$ cat src/rtl/lbm_result_reader_if.sv
// -----------------------------------------------------------------------------
// lbm_result_reader_if
//   Bundles the signals between the result reader, the LBM core's result RAMs
//   and the downstream readout path (UART / JTAG bridge).
//
//   Signals:
//     start              core -> reader   run finished, begin readout
//     busy, done         reader -> core   readout status / completion pulse
//     mem_rd_en/addr     reader -> RAMs   synchronous read, 1-cycle latency
//     *_mem_data_out     RAMs -> reader   p / ux / uy words
//     out_data/sel/last  reader -> host   stream payload, tag, end of frame
//     out_valid/ready    stream handshake
//     dbg_state          reader FSM state, for observation only
//
//   Handshake: a word transfers on every rising clock edge where out_valid and
//   out_ready are both 1. Once out_valid rises it stays high, and out_data,
//   out_sel and out_last stay stable, until that transfer happens. out_ready
//   may change freely and never combinationally depends on out_valid.
//
//   Modports: master = the reader, slave = the environment around it.
// -----------------------------------------------------------------------------
interface lbm_result_reader_if #(
   parameter int DATA_WIDTH    = 32,
   parameter int ADDRESS_WIDTH = 8
);
   logic                     start;
   logic                     busy;
   logic                     done;
   logic                     mem_rd_en;
   logic [ADDRESS_WIDTH-1:0] mem_rd_addr;
   logic [DATA_WIDTH-1:0]    p_mem_data_out;
   logic [DATA_WIDTH-1:0]    ux_mem_data_out;
   logic [DATA_WIDTH-1:0]    uy_mem_data_out;
   logic [DATA_WIDTH-1:0]    out_data;
   logic [1:0]               out_sel;
   logic                     out_valid;
   logic                     out_ready;
   logic                     out_last;
   logic [2:0]               dbg_state;

   modport master (
      input  start, p_mem_data_out, ux_mem_data_out, uy_mem_data_out, out_ready,
      output busy, done, mem_rd_en, mem_rd_addr,
             out_data, out_sel, out_valid, out_last, dbg_state
   );

   modport slave (
      output start, p_mem_data_out, ux_mem_data_out, uy_mem_data_out, out_ready,
      input  busy, done, mem_rd_en, mem_rd_addr,
             out_data, out_sel, out_valid, out_last, dbg_state
   );
endinterface

$ cat src/rtl/lbm_result_reader.sv
// -----------------------------------------------------------------------------
// lbm_result_reader
//   After an LBM run completes, walks every grid cell in address order, reads
//   density (p), x-velocity (ux) and y-velocity (uy) from the result RAMs and
//   streams the three words per cell (tag 0, 1, 2) on a valid/ready stream.
//   Words are passed bit-exact; the signed 8.24 format is never interpreted.
//
//   Ports:
//     CLOCK_50  system clock
//     RESET     asynchronous, active-high reset; aborts any frame in progress
//     bus       lbm_result_reader_if.master (start/busy/done, RAM read port,
//               output stream, dbg_state)
//
//   Optional feature (macro LBM_READER_CHECKSUM_EN):
//     When defined, every accepted word is summed modulo 2^DATA_WIDTH and an
//     extra word with tag 3 carrying that sum closes the frame; out_last then
//     marks the checksum word instead of the final uy word.
//
//   Per cell with out_ready held high: READ, CAPTURE, EMIT_P, EMIT_UX, EMIT_UY
//   = 5 cycles. All outputs are registered and updated on state transitions.
// -----------------------------------------------------------------------------
module lbm_result_reader #(
   parameter int GRID_DIM      = 256,
   parameter int DATA_WIDTH    = 32,
   parameter int ADDRESS_WIDTH = $clog2(GRID_DIM)
) (
   input  logic               CLOCK_50,
   input  logic               RESET,
   lbm_result_reader_if.master bus
);

   typedef enum logic [2:0] {
      S_IDLE    = 3'd0,
      S_READ    = 3'd1,
      S_CAPTURE = 3'd2,
      S_EMIT_P  = 3'd3,
      S_EMIT_UX = 3'd4,
      S_EMIT_UY = 3'd5,
      S_DONE    = 3'd6
`ifdef LBM_READER_CHECKSUM_EN
      ,
      S_CSUM    = 3'd7
`endif
   } state_t;

   // Explicit compare value so non-power-of-two grids never rely on wrap.
   localparam logic [ADDRESS_WIDTH-1:0] LAST_ADDR = ADDRESS_WIDTH'(GRID_DIM - 1);

   state_t                   state;
   logic [ADDRESS_WIDTH-1:0] counter;
   logic [DATA_WIDTH-1:0]    ux_reg;
   logic [DATA_WIDTH-1:0]    uy_reg;
   logic                     busy_r;
   logic                     done_r;
   logic                     rd_en_r;
   logic [ADDRESS_WIDTH-1:0] rd_addr_r;
   logic [DATA_WIDTH-1:0]    out_data_r;
   logic [1:0]               out_sel_r;
   logic                     out_valid_r;
   logic                     out_last_r;
`ifdef LBM_READER_CHECKSUM_EN
   logic [DATA_WIDTH-1:0]    csum;
`endif

   always_ff @(posedge CLOCK_50 or posedge RESET) begin
      if (RESET) begin
         state       <= S_IDLE;
         counter     <= '0;
         ux_reg      <= '0;
         uy_reg      <= '0;
         busy_r      <= 1'b0;
         done_r      <= 1'b0;
         rd_en_r     <= 1'b0;
         rd_addr_r   <= '0;
         out_data_r  <= '0;
         out_sel_r   <= 2'd0;
         out_valid_r <= 1'b0;
         out_last_r  <= 1'b0;
`ifdef LBM_READER_CHECKSUM_EN
         csum        <= '0;
`endif
      end else begin
         // Single-cycle strobes; re-asserted below only where needed.
         done_r  <= 1'b0;
         rd_en_r <= 1'b0;
         case (state)
            S_IDLE: begin
               if (bus.start) begin
                  state     <= S_READ;
                  counter   <= '0;
                  busy_r    <= 1'b1;
                  rd_en_r   <= 1'b1;
                  rd_addr_r <= '0;
`ifdef LBM_READER_CHECKSUM_EN
                  csum      <= '0;
`endif
               end
            end

            S_READ: begin
               state <= S_CAPTURE;
            end

            S_CAPTURE: begin
               // RAM data is valid now; p goes straight into the output
               // register, ux/uy wait in their capture registers.
               ux_reg      <= bus.ux_mem_data_out;
               uy_reg      <= bus.uy_mem_data_out;
               out_data_r  <= bus.p_mem_data_out;
               out_sel_r   <= 2'd0;
               out_valid_r <= 1'b1;
               out_last_r  <= 1'b0;
               state       <= S_EMIT_P;
            end

            S_EMIT_P: begin
               if (bus.out_ready) begin
`ifdef LBM_READER_CHECKSUM_EN
                  csum <= csum + out_data_r;
`endif
                  out_data_r <= ux_reg;
                  out_sel_r  <= 2'd1;
                  state      <= S_EMIT_UX;
               end
            end

            S_EMIT_UX: begin
               if (bus.out_ready) begin
`ifdef LBM_READER_CHECKSUM_EN
                  csum       <= csum + out_data_r;
                  out_last_r <= 1'b0;
`else
                  out_last_r <= (counter == LAST_ADDR);
`endif
                  out_data_r <= uy_reg;
                  out_sel_r  <= 2'd2;
                  state      <= S_EMIT_UY;
               end
            end

            S_EMIT_UY: begin
               if (bus.out_ready) begin
                  if (counter == LAST_ADDR) begin
`ifdef LBM_READER_CHECKSUM_EN
                     // Sum includes the uy word being accepted on this edge.
                     out_data_r <= csum + out_data_r;
                     out_sel_r  <= 2'd3;
                     out_last_r <= 1'b1;
                     state      <= S_CSUM;
`else
                     out_valid_r <= 1'b0;
                     out_data_r  <= '0;
                     out_sel_r   <= 2'd0;
                     out_last_r  <= 1'b0;
                     done_r      <= 1'b1;
                     state       <= S_DONE;
`endif
                  end else begin
`ifdef LBM_READER_CHECKSUM_EN
                     csum <= csum + out_data_r;
`endif
                     counter     <= counter + 1'b1;
                     rd_addr_r   <= counter + 1'b1;
                     rd_en_r     <= 1'b1;
                     out_valid_r <= 1'b0;
                     out_data_r  <= '0;
                     out_sel_r   <= 2'd0;
                     out_last_r  <= 1'b0;
                     state       <= S_READ;
                  end
               end
            end

`ifdef LBM_READER_CHECKSUM_EN
            S_CSUM: begin
               if (bus.out_ready) begin
                  out_valid_r <= 1'b0;
                  out_data_r  <= '0;
                  out_sel_r   <= 2'd0;
                  out_last_r  <= 1'b0;
                  done_r      <= 1'b1;
                  state       <= S_DONE;
               end
            end
`endif

            S_DONE: begin
               // start is deliberately not looked at here.
               busy_r    <= 1'b0;
               rd_addr_r <= '0;
               state     <= S_IDLE;
            end

            default: begin
               state <= S_IDLE;
            end
         endcase
      end
   end

   assign bus.busy        = busy_r;
   assign bus.done        = done_r;
   assign bus.mem_rd_en   = rd_en_r;
   assign bus.mem_rd_addr = rd_addr_r;
   assign bus.out_data    = out_data_r;
   assign bus.out_sel     = out_sel_r;
   assign bus.out_valid   = out_valid_r;
   assign bus.out_last    = out_last_r;
   assign bus.dbg_state   = state;

endmodule

$ cat src/flat_wrapper.sv
// flat-port wrapper written by rule: the top's interface ports become plain ports
module lbm_result_reader_flat 
#(
   parameter int GRID_DIM      = 256,
   parameter int DATA_WIDTH    = 32,
   parameter int ADDRESS_WIDTH = $clog2(GRID_DIM)
)
  (CLOCK_50, RESET, bus_start, bus_p_mem_data_out, bus_ux_mem_data_out, bus_uy_mem_data_out, bus_out_ready, bus_busy, bus_done, bus_mem_rd_en, bus_mem_rd_addr, bus_out_data, bus_out_sel, bus_out_valid, bus_out_last, bus_dbg_state);
  lbm_result_reader_if #(.DATA_WIDTH(DATA_WIDTH), .ADDRESS_WIDTH(ADDRESS_WIDTH)) bus_i ();
  input  logic CLOCK_50;
  input  logic RESET;
  input wire logic [$bits(bus_i.start)-1:0] bus_start;
  input wire logic [$bits(bus_i.p_mem_data_out)-1:0] bus_p_mem_data_out;
  input wire logic [$bits(bus_i.ux_mem_data_out)-1:0] bus_ux_mem_data_out;
  input wire logic [$bits(bus_i.uy_mem_data_out)-1:0] bus_uy_mem_data_out;
  input wire logic [$bits(bus_i.out_ready)-1:0] bus_out_ready;
  output wire logic [$bits(bus_i.busy)-1:0] bus_busy;
  output wire logic [$bits(bus_i.done)-1:0] bus_done;
  output wire logic [$bits(bus_i.mem_rd_en)-1:0] bus_mem_rd_en;
  output wire logic [$bits(bus_i.mem_rd_addr)-1:0] bus_mem_rd_addr;
  output wire logic [$bits(bus_i.out_data)-1:0] bus_out_data;
  output wire logic [$bits(bus_i.out_sel)-1:0] bus_out_sel;
  output wire logic [$bits(bus_i.out_valid)-1:0] bus_out_valid;
  output wire logic [$bits(bus_i.out_last)-1:0] bus_out_last;
  output wire logic [$bits(bus_i.dbg_state)-1:0] bus_dbg_state;
  assign bus_i.start = bus_start;
  assign bus_i.p_mem_data_out = bus_p_mem_data_out;
  assign bus_i.ux_mem_data_out = bus_ux_mem_data_out;
  assign bus_i.uy_mem_data_out = bus_uy_mem_data_out;
  assign bus_i.out_ready = bus_out_ready;
  assign bus_busy = bus_i.busy;
  assign bus_done = bus_i.done;
  assign bus_mem_rd_en = bus_i.mem_rd_en;
  assign bus_mem_rd_addr = bus_i.mem_rd_addr;
  assign bus_out_data = bus_i.out_data;
  assign bus_out_sel = bus_i.out_sel;
  assign bus_out_valid = bus_i.out_valid;
  assign bus_out_last = bus_i.out_last;
  assign bus_dbg_state = bus_i.dbg_state;
  lbm_result_reader #(.GRID_DIM(GRID_DIM), .DATA_WIDTH(DATA_WIDTH), .ADDRESS_WIDTH(ADDRESS_WIDTH)) u_core (.CLOCK_50(CLOCK_50), .RESET(RESET), .bus(bus_i));
endmodule
$ cat config.mk
export PLATFORM = sky130hd
export DESIGN_NAME = lbm_result_reader_flat
export DESIGN_NICKNAME = d
export VERILOG_FILES = /design/src/rtl/lbm_result_reader_if.sv /design/src/rtl/lbm_result_reader.sv /design/src/flat_wrapper.sv
export SDC_FILE = /design/constraint.sdc
export NUM_CORES = 1
export LEC_CHECK = 0
export BUFFER_PORTS_ARGS = -buffer_cell sky130_fd_sc_hd__buf_2
export CORE_MARGIN = 5
export CORE_UTILIZATION = 30
export CTS_CLUSTER_DIAMETER = 50
export CTS_CLUSTER_SIZE = 10
export DETAILED_ROUTE_END_ITERATION = 12
export GPL_ROUTABILITY_DRIVEN = 1
export MAX_ROUTING_LAYER = met4
export PLACE_DENSITY = 0.56
export SYNTH_ARGS = -nofsm -noshare
export SYNTH_HDL_FRONTEND = slang
export SYNTH_SLANG_ARGS = --single-unit
$ cat constraint.sdc
create_clock -name CLOCK_50 -period 11.9 [get_ports CLOCK_50]
set_clock_uncertainty 0.15 [all_clocks]
set_input_delay 1.19 -clock CLOCK_50 [delete_from_list [all_inputs] [get_ports CLOCK_50]]
set_output_delay 1.19 -clock CLOCK_50 [all_outputs]
set_load 0.05 [all_outputs]
==> results of run 1 <==
## layout by cell type (no fill, tap or decap), drive strengths merged, types with 3 or more instances in the layout
cell type	n
nand3	5
clkinv	6
nand2	201
dfrtp	122
a21o	6
inv	6
clkbuf	21
nor3	3
nor2	9
buf	154
o21ai	41
o2bb2ai	33
a31oi	3
o22ai	35
a21oi	45
a22o	4
## through the flow
step	instance area, um^2	worst slack, ns
6_report	6870	8.63
5_1_grt	6870	8.36
4_1_cts	6870	8.58
3_5_place_dp	6300	8.15
3_3_place_gp	6300	8.27
2_1_floorplan	5390	7.32
## cell type report
cell class              instances  area share
multi-input cells             408       0.313
flip-flops and latches        122       0.445
repair buffers                154       0.114
clock inverters                 9      0.0142
clock buffers                  21      0.0685
well taps                     229      0.0417
inverters                       6     0.00364
## worst max-delay path: cells and delay by family
family                 cells  cell delay, ns
AOI/OAI and AO/OA          3            1.26
buffers and inverters      1            0.68
and+or+nand+nor            1            0.30
## cell families (layout without fill, tap and decap cells)
kind of cell,Yosys count,after routing,share of synthesized area
simple gates,229,229,0.173
xor+xnor,3,3,0.00488
fa+ha+maj,1,1,0.00232
compound gates,174,174,0.212
flops,122,122,0.567
mux,1,1,0.00186
buf+inv,50,190,0.0397
## per-layer routing
layer | global-route usage | vias up
met3 | 0.0357 | 14
met1 | 0.205 | 2173
li1 | - | 2263
met5 | - | -
met4 | 0.0476 | 0
met2 | 0.239 | 114
## final timing paths
check,startpoint,endpoint
worst max-delay path,bus_out_ready,u_core.bus.out_data[2]
worst min register to register,u_core.ux_reg[20],u_core.ux_reg[20]
max in group asynchronous,RESET,u_core.ux_reg[10]
min in group asynchronous,RESET,u_core.bus.mem_rd_addr[4]
worst max register to register,u_core.bus.dbg_state[1],u_core.bus.out_data[2]
worst min-delay path,u_core.ux_reg[20],u_core.ux_reg[20]
## power by group
part           total (W)  switching, W  internal, W
sequential      0.000714      0.000113     0.000600
clock           0.000500      0.000180     0.000320
combinational   0.000977      0.000689     0.000288
total            0.00219      0.000982      0.00121
## Yosys cell counts (2+ instances only)
master | count | area, um^2
o22ai_1 | 34 | 213
nand2b_1 | 2 | 12.5
nor3_1 | 3 | 15.0
inv_1 | 5 | 18.8
nor2_1 | 7 | 26.3
buf_2 | 21 | 105
nand2_1 | 201 | 754
a31oi_2 | 2 | 25.0
a22o_1 | 4 | 35.0
nand3_1 | 5 | 25.0
o21ai_1 | 11 | 55.1
o21ai_0 | 30 | 150
xor2_1 | 2 | 17.5
clkbuf_1 | 22 | 82.6
or3_1 | 2 | 12.5
a21o_1 | 6 | 45.0
o2bb2ai_1 | 33 | 289
dfrtp_1 | 122 | 3050
a21oi_1 | 44 | 220
==> run metrics, run 1 <==
status complete, no violations; final hold vios 0; dpl cells 919; worst-skew pair later-pin latency 0.41 ns; vias in the first global route 4,705; CP endpoint kind register; total power 0.00219 W; EDFF count, synth 0; Max-slew headroom 0.275; Starting Density 0.302; I/O Buffers 149; FP Rows 49; post-layout util 0.385; maximum number of pins on one net before global-route repair 99; CP peak stage delay 0.85 ns; DIE HEIGHT 144 um; hold path cells 2; Post-Syn Area per Cell 9.29 um^2; DRT antenna net count 0; FF-to-FF path depth 5; P_leak 3.41 nW; Post-Syn Nets 681; multi-input combinational cell area 0.00215 mm^2; mean number of vias per cell 4.81; dominant synthesized flop cell dfrtp_1; GRT overflow 0; RSZ-0062 raised after global routing false; Worst Tran Pin Value 1.09 ns; DRC errors left 0; CTS tree done; Hold Crit Class reg2reg; CTS Hold Bufs 0; Crit Path Max Fanout 43; M1 WL 7080 um; Root Buffer clkbuf_16; yosys warns 0; flip-flop and latch area 0.00305 mm^2; R2R Setup Slk 9.09 ns; Fmax 306 MHz; iteration-0 DRC count of the detailed router 145; crit start category input pin; die area 0.0207 mm^2; RePlAce Congestion 0.790; Synth Cell Area 0.00539 mm^2; antenna violations before repair 0; max-cap check violation count 0; CTS sink cnt 122; critical path class in2reg; Nets 810; post-synthesis cell count 580; CTS Buffer Depth 2; final std cells w/o fill 949; synth unique cells 43; Final Slew Violations 0; setup TNS 0 ns; drt total wl 15,100 um; total track usage 0.155; CP arrival 3.45 ns; die width 144 um; Top Ports 150; post-DP HPWL 9650 um; Final min period 3.27 ns; WL met3 780 um; register area share after synthesis 0.567; Worst-path clk slew 0.06 ns; Worst Path Required 12.08 ns; First-pass DRT Iterations 4; core box area 0.0178 mm^2; H-tree depth 4; synthesis-to-layout area growth 27.4%; DR WL/cell 15.9 um; via count 4,564; share of layout cells above drive strength 1 0.276; wire length on met2 7070 um; Layout fillers 1,854; # diodes 0; highest metal used met4; PD cells 319 mW/mm^2; asr flop ratio synth 1.00; Yosys reg bits 122; first-pass GRT wire length 24,600 um; Inserted Clock Buffers 17; Worst IR Drop VDD 0.000168 V; post-CTS setup buffers 0; final hold slack 0.315 ns; fin crit share 0.274; Post-CTS Resized 0; Final setup viols 0; crit-path cells buf_2, nand2_1, o22ai_4, o22ai_1, a21oi_1; Slowest cell on crit path o22ai_4
(Power assumes the default switching activity.)
==> run 2, diff against run 1 <==
Settings changed: ABC_AREA set to 1, PLACE_DENSITY 0.56 to 0.57.
Clock period 11.9 ns to 2.95 ns, I/O delays scaled along.
==> run 2 against run 1 <==
Effect of this change: sequential share of layout area fell by 6.8 points; clock power rose to 4.6 times the previous value; non-clock buffer count is 67 higher; combinational power rose to 4.4 times the previous value; register-to-register slack worse by 8.5 ns; synthesized cell count increased by 34%; wire length grew 15%; sequential cell count unchanged; count of clock-buffer cells in the layout rose by 2; hold slack lost 0.24 ns; via count rose by 19%; cell area rose by 18%; critical endpoint is now u_core.bus.out_data[19]; highest routed layer unchanged.
==> run metrics, run 2 <==
CTS tree done; status complete, no violations; Slowest cell on crit path dfrtp_1; Nets 1,078 (+33%); CP arrival 2.50 ns (-0.95 ns); Worst-path clk slew 0.05 ns (about the same); Inserted Clock Buffers 17 (unchanged); Max-slew headroom 0.508 (+0.234); Starting Density 0.304 (+0.00213); leading area contributor after synthesis dfrtp_1; final hold vios 0 (unchanged); Synth Area in Adders 0.00212 (-0.000201); dominant synthesized flop cell dfrtp_1; R2R Path End u_core.bus.out_data[19]; Hold Crit Class in2reg; post-synthesis mux area share 0 (-0.00186); CP endpoint kind register; max-cap check violation count 0 (unchanged); Post-CTS Resized 0 (unchanged); Crit Path Max Fanout 35 (-19%); die area 0.0226 mm^2 (+8.8%); Clk pwr share 0.242 (+0.014); worst hold path startpoint bus_p_mem_data_out[4]; worst slack, placed 0.552 ns (-7.60 ns); sw frac 0.454 (+0.00512); crit path from u_core.bus.dbg_state[2]; share of layout cells above drive strength 1 0.210 (-0.0661); DIE HEIGHT 150 um (+4.3%); CP peak stage delay 0.75 ns (-0.10 ns); Simple-Gate Fraction of Synth Area 0.372 (+0.199); post-synthesis cell count 777 (+34%); synthesis-to-layout area growth 37.4%; Yosys reg bits 122 (unchanged); crit-path cells nand3_4, nand3_2, nand2_2, nand2_4, inv_4, nand2_1, nand2_1; CTS sink cnt 122 (unchanged); post-DP HPWL 11,700 um (+22%); Fmax 426 MHz; Comb pwr share 0.454 (+0.008); fin crit share 0.796; Synth Cell Area 0.00590 mm^2 (+9.5%); synth unique cells 25 (-42%); worst-skew pair later-pin latency 0.42 ns (about the same); antenna violations before repair 0 (unchanged); yosys warns 0 (unchanged); Final setup viols 0 (unchanged); FP Rows 51 (+4.1%); highest-count cells in the layout ignoring fill and taps nand2_1, buf_2, dfrtp_1; CTS Hold Bufs 65 (+65); end of the critical path u_core.bus.out_data[19]; post-layout util 0.418 (+0.0330); post-CTS setup buffers 0 (unchanged); drt total wl 17,400 um (+15%); Root Buffer clkbuf_16; mean number of vias per cell 4.33 (-9.9%); RePlAce Congestion 0.831 (+5.2%); Final min period 2.35 ns; First-pass DRT Iterations 4 (unchanged); worst setup margin 0.602 ns (-8.03 ns); Worst Tran Pin Value 0.737 ns (-0.350 ns); EDFF count, synth 0 (unchanged); Commonest cells post-synth nand2_1, dfrtp_1, inv_1; P_leak 4.47 nW (+31%); DRT antenna net count 0 (unchanged); total track usage 0.167 (+0.0121); vias in the first global route 5,497 (+17%); FF-to-FF path depth 7 (+2); crit start category register; most frequent cell after synthesis nand2_1; Synth Area in Compound Gates 0.0293 (-0.182); H-tree depth 4 (unchanged); CP dominant cell by count nand2_1; main combinational cell family by area after synthesis simple AND/OR/NAND/NOR gates; Worst Path Required 3.10 ns (-8.98 ns); most common cell after layout, fill and taps aside nand2_1; Pint 0.00514 W (+330%); Layout fillers 2,004 (+8.1%); PD cells 1160 mW/mm^2 (+260%); DRC errors left 0 (unchanged); Post-Syn Nets 878 (+29%); Worst IR Drop VDD 0.000522 V (+210%); ranking of synthesized cells by area dfrtp_1, nand2_1, nand4_1; Post-Syn Area per Cell 7.59 um^2 (-18%); core box area 0.0194 mm^2 (+8.7%); CTS Buffer Depth 2 (unchanged); GRT overflow 0 (unchanged); register area share after synthesis 0.517 (-0.0492); first-pass GRT wire length 28,400 um (+15%); Reg power frac 0.304 (-0.022); setup TNS 0 ns (unchanged); Top Ports 150 (unchanged); RSZ-0062 raised after global routing false; asr flop ratio synth 1.00 (unchanged); critical path class reg2reg; final std cells w/o fill 1,254 (+32%); iteration-0 DRC count of the detailed router 208 (+43%); FF-to-FF Start u_core.bus.dbg_state[2]; DR WL/cell 13.8 um (-13%); Synth Area in XOR/XNOR 0 (-0.00488); R2R Setup Slk 0.60 ns (-8.49 ns); maximum number of pins on one net before global-route repair 102 (+3.0%); dpl cells 1,158 (+26%); sw power 0.00427 W (+330%); area fraction of the dominant cell type after synthesis 0.517 (-0.0492); Final Slew Violations 0 (unchanged); die width 150 um (+4.3%); I/O Buffers 149 (unchanged); via count 5,432 (+19%); # diodes 0 (unchanged)
run 2: cell count changes after synthesis, moves of 14 or more:
cell       before  now
a21oi_1        44    5
clkbuf_1       22    4
inv_1           5   46
nand2_1       201  444
nand3_1         5   19
nand4_1         0   32
o22ai_1        34    0
o2bb2ai_1      33    0
run 2: worst min path at each step:
stage | to | cells after the start
global route | u_core.bus.dbg_state[0] | 4
global placement | u_core.ux_reg[5] | 2
finish | u_core.bus.out_data[4] | 5
CTS | u_core.bus.dbg_state[0] | 4
detailed placement | u_core.ux_reg[5] | 2
floorplan | u_core.ux_reg[0] | 2
run 2: worst max-delay path, delay by kind of cell, from the launching register on:
family | cells | cell delay (ns)
simple gates | 6 | 1.06
flops | 1 | 0.75
buf+inv | 1 | 0.24
run 2: metrics by stage:
| step | hold slack, ns | cell area (um^2) | power [W] |
|---|---|---|---|
| 2_1_floorplan | 0.262 | 5900 | 0.00625 |
| 3_3_place_gp | 0.202 | 6810 | 0.00709 |
| 3_5_place_dp | 0.202 | 6810 | 0.00717 |
| 4_1_cts | 0.0562 | 8100 | 0.00957 |
| 5_1_grt | 0.0761 | 8100 | 0.0102 |
| 6_report | 0.0764 | 8100 | 0.00941 |
run 2: logic make-up (layout without fill, tap and decap cells):
logic type | count (synthesis) | in the layout
AO/OA/AOI/OAI | 34 | 34
adder cells (fa/ha/maj) | 1 | 1
buffers and inverters | 94 | 306
flip-flops | 122 | 122
AND/OR/NAND/NOR | 526 | 526
run 2: layout make-up:
cell class	count	area, um^2	area share
Clock buffer	23	478	0.0590
Timing Repair Buffer	221	1490	0.183
Tap cell	265	332	0.0409
Inverter	54	211	0.0261
Sequential cell	122	3050	0.377
Multi-Input combinational cell	561	2380	0.294
Clock inverter	8	165	0.0204
run 2: power by group through the flow:
stage	registers, W	logic (W)	clock network [W]
floorplan	0.00364	0.00261	0
global placement	0.00288	0.00421	0
detailed placement	0.00289	0.00428	0
CTS	0.00287	0.00435	0.00235
global route	0.00296	0.00486	0.00241
finish	0.00286	0.00427	0.00228
run 2: per-layer routing:
layer | vias up | track usage | share of wire
met1 | 2476 | 0.218 | 0.46
met2 | 131 | 0.260 | 0.47
met3 | 22 | 0.0325 | 0.051
li1 | 2803 | - | -
met4 | 0 | 0.0640 | 0.016
met5 | - | - | 0
==> run 3, diff against run 2 <==
Settings changed: PLACE_DENSITY 0.57 to 0.55.
Clock period 2.95 ns to 2.3 ns, I/O delays scaled along.
==> run 3 against run 2 <==
Effect of this change: combinational power grew 32%; fmax up 17%; count of clock-buffer cells in the layout fell by 3; utilization up 0.46 points; global-route usage up 0.43 points; register-to-register slack got worse by 0.31 ns; first-iteration DRC count is 76% higher; cell count is 0.96% higher; sequential cell count is the same; setup slack worse by 0.31 ns; critical path depth unchanged.
==> run metrics, run 3 (synthesis results as in run 2) <==
R2R Setup Slk 0.29 ns (-0.31 ns); # diodes 0 (unchanged); highest-count cells in the layout ignoring fill and taps nand2_1, buf_2, dfrtp_1; worst hold endpoint u_core.bus.out_data[16]; DR WL/cell 14.1 um (+1.6%); FP Rows 51 (unchanged); die area 0.0226 mm^2 (unchanged); sw power 0.00562 W (+32%); GRT overflow 0 (unchanged); Nets 1,089 (+1.0%); Layout fillers 2,069 (+3.2%); core box area 0.0194 mm^2 (unchanged); first-pass GRT wire length 29,200 um (+2.6%); P_leak 4.51 nW (+0.85%); vias in the first global route 5,340 (-2.9%); setup TNS 0 ns (unchanged); Worst Path Required 2.50 ns (-0.60 ns); H-tree depth 4 (unchanged); CTS sink cnt 122 (unchanged); CP dominant cell by count nand2_1; crit-path cells nand3_4, nand3_2, nand2_2, nand2_4, buf_4, nand2_1, nand2_1; Final setup viols 0 (unchanged); maximum number of pins on one net before global-route repair 123 (+21%); antenna violations before repair 0 (unchanged); CTS tree done; GRT busiest layer met2; most common cell after layout, fill and taps aside nand2_1; Crit Path Max Fanout 22 (-37%); FF-to-FF Start u_core.bus.dbg_state[0]; RSZ-0062 raised after global routing false; max-cap check violation count 0 (unchanged); Final Slew Violations 0 (unchanged); Slowest cell on crit path dfrtp_1; final std cells w/o fill 1,266 (+0.96%); Root Buffer clkbuf_16; crit start category register; CP arrival 2.21 ns (-0.29 ns); Clk pwr share 0.234 (-0.008); R2R Path End u_core.bus.out_data[24]; Comb pwr share 0.464 (+0.010); Top Ports 150 (unchanged); dpl cells 1,165 (+0.60%); drt total wl 17,800 um (+2.6%); via count 5,478 (+0.85%); Reg power frac 0.303 (about the same); RePlAce Congestion 0.834 (+0.30%); Global Route met1 Usage 0.240 (+0.0225); Fmax 498 MHz (+17%); DRC errors left 0 (unchanged); PD cells 1490 mW/mm^2 (+28%); Worst IR Drop VDD 0.000757 V (+45%); iteration-0 DRC count of the detailed router 366 (+76%); synthesis-to-layout area growth 38.9%; post-DP HPWL 12,000 um (+2.0%); CP peak stage delay 0.66 ns (-0.09 ns); total track usage 0.172 (+0.00432); Hold Crit Class in2reg; die width 150 um (unchanged); Pint 0.00656 W (+28%); worst setup margin 0.291 ns (-0.310 ns); Max-slew headroom 0.523 (+0.0146); GR Util met2 0.255 (-0.00518); Starting Density 0.304 (unchanged); DIE HEIGHT 150 um (unchanged); First-pass DRT Iterations 5 (+1); FF-to-FF path depth 7 (unchanged); Worst Tran Pin Value 0.716 ns (-0.0219 ns); final hold vios 0 (unchanged); post-CTS setup buffers 0 (unchanged); Inserted Clock Buffers 17 (unchanged); total power 0.0122 W (+29%); CP endpoint kind register; Worst-path clk slew 0.06 ns (about the same); status complete, no violations; hold path cells 5 (unchanged); worst slack, placed 0.309 ns (-0.242 ns); critical path class reg2reg; mean number of vias per cell 4.33 (-0.11%); DRT antenna net count 0 (unchanged); worst hold path startpoint bus_p_mem_data_out[16]; GR Util met3 0.0352 (+0.00271); I/O Buffers 149 (unchanged); Final min period 2.01 ns (-0.340 ns); CTS Buffer Depth 2 (unchanged); sw frac 0.461 (+0.00792); worst-skew pair later-pin latency 0.42 ns (about the same); fin crit share 0.873 (+0.0772); share of layout cells above drive strength 1 0.218 (+0.00747)
==> run 3: cell types whose count changed in the layout (fill, tap and decap cells not counted), sizes merged <==
| cell | before | now |
|---|---|---|
| dlygate4sd3 | 65 | 69 |
| clkinv | 3 | 5 |
| bufinv | 5 | 4 |
| buf | 156 | 163 |
| clkinvlp | 1 | 4 |
| clkbuf | 23 | 20 |
==> run 3: worst max-delay path, delay by kind of cell (launching register included) <==
family | cells | cell delay, ns
buffers and inverters | 1 | 0.32
DFF | 1 | 0.66
and+or+nand+nor | 6 | 0.80
==> run 3: timing repair <==
action,4_1_cts,5_1_grt
gates resized for setup,0,0
endpoints found under the hold margin,190,0
hold buffers,69,0
==> run 3: how the worst max path moves through the flow <==
| stage | end | start | slack [ns] |
|---|---|---|---|
| finish | u_core.bus.out_data[24] | u_core.bus.dbg_state[0] | 0.29 |
| CTS | u_core.bus.out_data[28] | u_core.bus.dbg_state[0] | 0.28 |
| floorplan | u_core.bus.busy | RESET | 0.42 |
| global route | u_core.bus.out_data[24] | u_core.bus.dbg_state[0] | 0.10 |
| global placement | u_core.bus.out_data[11] | u_core.bus.dbg_state[0] | 0.33 |
| detailed placement | u_core.bus.out_data[28] | u_core.bus.dbg_state[0] | 0.31 |
==> run 3: layout make-up <==
type | instances | area, um^2 | share of cell area
Clock buffer | 20 | 457 | 0.0557
Clock inverter | 12 | 171 | 0.0209
Inverter | 54 | 211 | 0.0258
Multi-Input combinational cell | 561 | 2380 | 0.290
Sequential cell | 122 | 3050 | 0.373
Tap cell | 265 | 332 | 0.0405
Timing Repair Buffer | 232 | 1590 | 0.194
==> run 3: routing by layer <==
metal | up-vias | share of wire
met5 | - | 0
met4 | 0 | 0.012
met3 | 16 | 0.039
met2 | 124 | 0.46
met1 | 2508 | 0.49
li1 | 2830 | -
==> run 3: stage by stage <==
| step | util | instance area (um^2) | hold WS, ns |
|---|---|---|---|
| 6_report | 0.422 | 8190 | 0.0218 |
| 2_1_floorplan | - | 5900 | 0.197 |
| 3_5_place_dp | 0.354 | 6880 | 0.283 |
| 3_3_place_gp | 0.354 | 6880 | 0.283 |
| 4_1_cts | 0.422 | 8190 | 0.00367 |
| 5_1_grt | 0.422 | 8190 | 0.0250 |
==> run 3: power groups by stage <==
stage          Sequential (W)  Clock, W  Combinational, W
4_1_cts               0.00369   0.00292           0.00572
3_5_place_dp          0.00372         0           0.00561
3_3_place_gp          0.00373         0           0.00558
5_1_grt               0.00381   0.00305           0.00634
6_report              0.00369   0.00285           0.00565
2_1_floorplan         0.00467         0           0.00335
